<file path="config.mk">
export PLATFORM = sky130hd
export DESIGN_NAME = alu_exec_unit
export DESIGN_NICKNAME = d
export VERILOG_FILES = /design/src/rtl/alu_exec_unit.sv
export SDC_FILE = /design/constraint.sdc
export NUM_CORES = 1
export LEC_CHECK = 0
export ABC_AREA = 1
export BUFFER_PORTS_ARGS = -buffer_cell sky130_fd_sc_hd__buf_2
export CORE_MARGIN = 2
export CORE_UTILIZATION = 25
export DETAILED_ROUTE_END_ITERATION = 16
export PLACE_DENSITY = 0.37
export SLEW_MARGIN = 25
export SYNTH_ARGS = -nofsm -noshare
export SYNTH_HDL_FRONTEND = slang
export SYNTH_SLANG_ARGS = --single-unit
</file>
<file path="constraint.sdc">
create_clock -name clk -period 2 [get_ports clk]
set_input_delay 0.2 -clock clk [delete_from_list [all_inputs] [get_ports clk]]
set_output_delay 0.2 -clock clk [all_outputs]
set_load 0.01 [all_outputs]
</file>
<file path="src/rtl/alu_exec_unit.sv">
// Execute stage: 1-cycle ALU ops, iterative 8-step MUL, registered write-back.
// Ports: clk/reset, start/op/val_a/val_b/dest_addr in; busy/done/result/wb_* /flags out.
module alu_exec_unit #(
  parameter int WIDTH  = 8,
  parameter int ADDR_W = 3
) (
  input  logic              clk,
  input  logic              reset,
  input  logic              start,
  input  logic [2:0]        op,
  input  logic [WIDTH-1:0]  val_a,
  input  logic [WIDTH-1:0]  val_b,
  input  logic [ADDR_W-1:0] dest_addr,
  output logic              busy,
  output logic              done,
  output logic [WIDTH-1:0]  result,
  output logic              wb_load,
  output logic [ADDR_W-1:0] wb_addr,
  output logic              flag_z,
  output logic              flag_n,
  output logic              flag_c
);

  localparam int CW = (WIDTH > 1) ? $clog2(WIDTH) : 1;
  localparam logic [CW-1:0] LAST = CW'(WIDTH - 1);

  localparam logic [2:0] OP_ADD = 3'b000;
  localparam logic [2:0] OP_SUB = 3'b001;
  localparam logic [2:0] OP_AND = 3'b010;
  localparam logic [2:0] OP_OR  = 3'b011;
  localparam logic [2:0] OP_XOR = 3'b100;
  localparam logic [2:0] OP_SHL = 3'b101;
  localparam logic [2:0] OP_MUL = 3'b110;
  localparam logic [2:0] OP_PSB = 3'b111;

  typedef enum logic [1:0] {
    ST_IDLE,
    ST_MUL,
    ST_DONE
  } state_t;

  state_t              state_q, state_d;
  logic [CW-1:0]       cnt_q, cnt_d;
  logic [2*WIDTH-1:0]  acc_q, acc_d;
  logic [2*WIDTH-1:0]  mcand_q, mcand_d;
  logic [WIDTH-1:0]    mplier_q, mplier_d;
  logic [ADDR_W-1:0]   dest_q, dest_d;
  logic [WIDTH-1:0]    result_q, result_d;
  logic [ADDR_W-1:0]   wb_addr_q, wb_addr_d;
  logic                z_q, z_d;
  logic                n_q, n_d;
  logic                c_q, c_d;

  logic [WIDTH:0]      sum;
  logic [2*WIDTH-1:0]  shl;
  logic [WIDTH-1:0]    alu_r;
  logic                alu_c;
  logic [2*WIDTH-1:0]  step_acc;
  logic [WIDTH-1:0]    res_new;
  logic                c_new;
  logic                load_res;

  // Single-cycle ops evaluate straight off the input buses at accept.
  always_comb begin
    sum   = '0;
    shl   = '0;
    alu_r = '0;
    alu_c = 1'b0;
    unique case (op)
      OP_ADD: begin
        sum   = {1'b0, val_a} + {1'b0, val_b};
        alu_r = sum[WIDTH-1:0];
        alu_c = sum[WIDTH];
      end
      OP_SUB: begin
        // bit WIDTH of the widened difference is the borrow
        sum   = {1'b0, val_a} - {1'b0, val_b};
        alu_r = sum[WIDTH-1:0];
        alu_c = sum[WIDTH];
      end
      OP_AND: alu_r = val_a & val_b;
      OP_OR:  alu_r = val_a | val_b;
      OP_XOR: alu_r = val_a ^ val_b;
      OP_SHL: begin
        // the last bit shifted out lands just above the result
        shl   = {{WIDTH{1'b0}}, val_a} << val_b[2:0];
        alu_r = shl[WIDTH-1:0];
        alu_c = shl[WIDTH];
      end
      OP_MUL: alu_r = '0;
      OP_PSB: alu_r = val_b;
    endcase
  end

  assign step_acc = mplier_q[0] ? acc_q + mcand_q : acc_q;

  always_comb begin
    state_d   = state_q;
    cnt_d     = cnt_q;
    acc_d     = acc_q;
    mcand_d   = mcand_q;
    mplier_d  = mplier_q;
    dest_d    = dest_q;
    result_d  = result_q;
    wb_addr_d = wb_addr_q;
    z_d       = z_q;
    n_d       = n_q;
    c_d       = c_q;
    res_new   = '0;
    c_new     = 1'b0;
    load_res  = 1'b0;
    unique case (state_q)
      ST_IDLE: begin
        if (start) begin
          dest_d = dest_addr;
          if (op == OP_MUL) begin
            state_d  = ST_MUL;
            cnt_d    = '0;
            acc_d    = '0;
            mcand_d  = {{WIDTH{1'b0}}, val_a};
            mplier_d = val_b;
          end else begin
            state_d   = ST_DONE;
            res_new   = alu_r;
            c_new     = alu_c;
            load_res  = 1'b1;
            wb_addr_d = dest_addr;
          end
        end
      end
      ST_MUL: begin
        acc_d    = step_acc;
        mcand_d  = mcand_q << 1;
        mplier_d = mplier_q >> 1;
        cnt_d    = cnt_q + 1'b1;
        if (cnt_q == LAST) begin
          state_d   = ST_DONE;
          res_new   = step_acc[WIDTH-1:0];
          c_new     = |step_acc[2*WIDTH-1:WIDTH];
          load_res  = 1'b1;
          wb_addr_d = dest_q;
        end
      end
      ST_DONE: state_d = ST_IDLE;
      default: state_d = ST_IDLE;
    endcase
    if (load_res) begin
      result_d = res_new;
      z_d      = ~|res_new;
      n_d      = res_new[WIDTH-1];
      c_d      = c_new;
    end
  end

  always_ff @(posedge clk or posedge reset) begin
    if (reset) begin
      state_q   <= ST_IDLE;
      cnt_q     <= '0;
      acc_q     <= '0;
      mcand_q   <= '0;
      mplier_q  <= '0;
      dest_q    <= '0;
      result_q  <= '0;
      wb_addr_q <= '0;
      z_q       <= 1'b0;
      n_q       <= 1'b0;
      c_q       <= 1'b0;
    end else begin
      state_q   <= state_d;
      cnt_q     <= cnt_d;
      acc_q     <= acc_d;
      mcand_q   <= mcand_d;
      mplier_q  <= mplier_d;
      dest_q    <= dest_d;
      result_q  <= result_d;
      wb_addr_q <= wb_addr_d;
      z_q       <= z_d;
      n_q       <= n_d;
      c_q       <= c_d;
    end
  end

  assign busy    = (state_q != ST_IDLE);
  assign done    = (state_q == ST_DONE);
  assign wb_load = done;
  assign result  = result_q;
  assign wb_addr = wb_addr_q;
  assign flag_z  = z_q;
  assign flag_n  = n_q;
  assign flag_c  = c_q;

endmodule

</file>
==> qor.csv <==
metric;value;unit
run status;finished with violations;
failing checks;negative setup slack;
Cell Rows;54;
sequential group share of total power;25.8;%
GRT Total Usage;16.73;%
Syn Std Cell Area;5513;um^2
WHS Endpoint;dest_q[1];
syn_area_per_cell;6.516;um^2
Netlist cell types;44;
clock power share;19.9;%
Initial Util;25.34;%
layout cells sized above 1;25.25;%
max-slew violations;0;
worst endpoint data arrival time;2.24;ns
final non-filler cell total;1266;
RSZ-0062 raised after global routing;true;
gate count of the mapped netlist;846;
switching part of the total power;42.12;%
static leakage;3.860;nW
clk sink count;61;
Die H;152.5;um
setup_tns;-0.03440;ns
Die Wd;152.5;um
Syn. warnings;0;
crit path max fanout;4;
H-tree depth;3;
dominant synthesized flop cell;dfrtp_1;
Die Area;23250;um^2
top cells by area, synth;dfrtp_1 28%, nand2_1 17%, ha_1 9.5%;
DRC violations left;0;
Net Switching;3.384;mW
fmax;0.4935;GHz
Setup Skew;0.009728;ns
Root Buffer Master;clkbuf_16;
Worst Setup Start Kind;flop;
Post-synth EDFFs;0;
Worst setup EP type;flop;
FF-to-FF path depth;15;
HPWL Detailed;15.18;mm
setup ws final;-0.02621;ns
max cap viols;0;
Hold WC Path Type;primary input to flop;
Via density;4.467;
Pwr per Cell Area;1098;nW/um^2
FF+latch count, synth;61;
Post-synth ARST share;100.0;%
combinational cell fraction of total power;54.3;%
commonest cells in the netlist;257 x nand2_1, 137 x inv_1, 78 x nand3_1;
Nets;1051;
worst r2r dst;flag_c;
Yosys top cell area share;27.69;%
CTS Buffer Depth;2;
gpl congestion;0.8504;
share of the yosys chip area belonging to registers;27.69;%
GR Overflow Total;0;
Reg clk slew, reported paths;0.06;ns
# setup viols final;2;
Antenna Nets Post-Route;0;
hold path start;dest_addr[1];
TritonCTS clock tree;yes;
FF-to-FF Start;acc_q[1];
initial antenna violation count;0;
crit share post-route;101.3;%
WP data required;2.21;ns
max_slew headroom;62.51;%
cell with the most instances after synthesis;nand2_1;
Hold Vio Cnt, Final;0;
Avg WL per Cell;14.97;um
ANT cells;0;
Post-Syn Nets;916;
worst skew pair latency;0.34;ns
DR iter-0 viols;329;
internal power;4.650;mW
first-pass GRT wire length;30.73;mm
number of global-route vias before repair;5613;
Max rail drop VDD;422.3;uV
Layout area overhead;32.73;%
drt pass-1 iters;5;
Worst-Margin Slew;0.5615;ns
DP Cell Count;1244;
min Tclk post-route;2.026;ns
Worst Path Class, Setup;flop to flop;
number of port buffers;41;
pin count of the biggest net entering global routing;37;
cts bufs inserted;9;
r2r setup slk;-0.03;ns
core area;21760;um^2
Hold Path Stages;2;
number of filler cells placed in the layout;2480;
final WL;18.96;mm
Synth area leader;dfrtp_1;
vias post-DR;5655;
num ports;42;
-- how the worst max path moves through the flow --
| stage | startpoint | to | slack (ns) | depth (start not counted) |
|---|---|---|---|---|
| floorplan | acc_q[0] | flag_c | 0.02 | 16 |
| global placement | acc_q[0] | flag_c | -0.17 | 14 |
| detailed placement | acc_q[0] | flag_c | -0.22 | 16 |
| CTS | mcand_q[0] | flag_c | -0.11 | 16 |
| global route | acc_q[0] | flag_c | -0.19 | 14 |
| finish | acc_q[1] | flag_c | -0.03 | 15 |
-- cell type report --
type	instances	area, um^2	area share [%]
clock buffers	9	225.2	3.078
clock inverters	7	73.82	1.009
inverters	149	564.3	7.712
multi-input cells	607	3503	47.88
flip-flops and latches	61	1526	20.86
well taps	280	350.3	4.788
repair buffers	153	1074	14.67
-- power groups by stage --
stage	clock, mW	sequential, mW	combinational, mW
finish	1.60	2.08	4.36
CTS	1.65	2.04	4.20
global placement	0	2.01	4.01
global route	1.72	2.13	4.96
floorplan	0	1.98	2.37
detailed placement	0	2.01	3.96
-- through the flow --
step | utilization [%] | setup slack, ns | power [mW] | area, um^2 | hold slack [ns]
final | 33.63 | -0.02621 | 8.034 | 7317 | 0.1120
after CTS | 32.90 | -0.1050 | 7.891 | 7157 | 0.1037
after global placement | 30.85 | -0.1683 | 6.019 | 6711 | 0.2957
after detailed placement | 30.85 | -0.2151 | 5.978 | 6711 | 0.2876
after floorplan | - | 0.01853 | 4.358 | 5513 | 0.3504
after global routing | 33.63 | -0.1949 | 8.805 | 7317 | 0.1115
-- worst max-delay path, cell delays in order (launching register included) --
cell,delay (ns)
dfrtp_1,0.43
ha_1,0.34
nand2_1,0.10
nor2_1,0.05
nand2_1,0.09
nand3_2,0.12
nand2_2,0.11
nand2_1,0.06
nand2_1,0.06
nand3_1,0.12
nand2_2,0.10
nand2_1,0.05
nor2_1,0.10
nand2_1,0.06
nand2_1,0.05
nand3_1,0.06
-- state kept, by name, indices dropped and copies added, names as in the netlist --
name      cells
dest_q        3
result        8
flag_z        1
cnt_q         3
wb_addr       3
acc_q        16
mcand_q      16
flag_c        1
mplier_q      8
state_q       2
-- cell usage in the layout (no fill, tap or decap), types with 3 or more instances in the layout --
cell type / Yosys / final
mux2_2: 3 / 3
nand2_4: 2 / 3
clkbuf_16: 0 / 9
nand3_2: 2 / 10
a21oi_2: 3 / 7
nand2_1: 257 / 246
nand2_2: 2 / 12
nor2_1: 69 / 66
o211ai_1: 14 / 14
a31oi_1: 4 / 4
ha_1: 42 / 30
o21ai_1: 14 / 16
buf_2: 10 / 41
nand3_1: 78 / 70
nor2_4: 2 / 3
nor2_2: 3 / 5
inv_1: 137 / 136
o22ai_1: 14 / 13
nand4_1: 12 / 12
o211ai_2: 5 / 5
buf_4: 7 / 109
a21oi_1: 26 / 22
ha_4: 0 / 11
dfrtp_1: 61 / 61
o21ai_0: 32 / 29
inv_2: 10 / 11
-- cell families after synthesis --
family | after synthesis | synth area share (%)
flops | 61 | 27.69
buf+inv | 178 | 13.59
compound gates | 118 | 13.07
mux | 3 | 0.6128
fa+ha+maj | 45 | 10.62
simple gates | 437 | 33.77
xor+xnor | 4 | 0.6356
-- metal layers --
metal	wire length, um	vias to the layer above	global-route usage, %
met5	0	-	0
met4	295	0	4.145
met3	474	14	1.906
met2	8629	86	26.88
met1	9556	2597	24.03
li1	-	2958	-
-- timing repair --
action	4_1_cts	5_1_grt
pin swaps	8	12
setup buffers	2	3
resized for setup	20	27
endpoints found under the setup margin	9	12
hold buffers	1	0
hold endpoints to repair	21	0
Power figures use the tool's default switching activity.
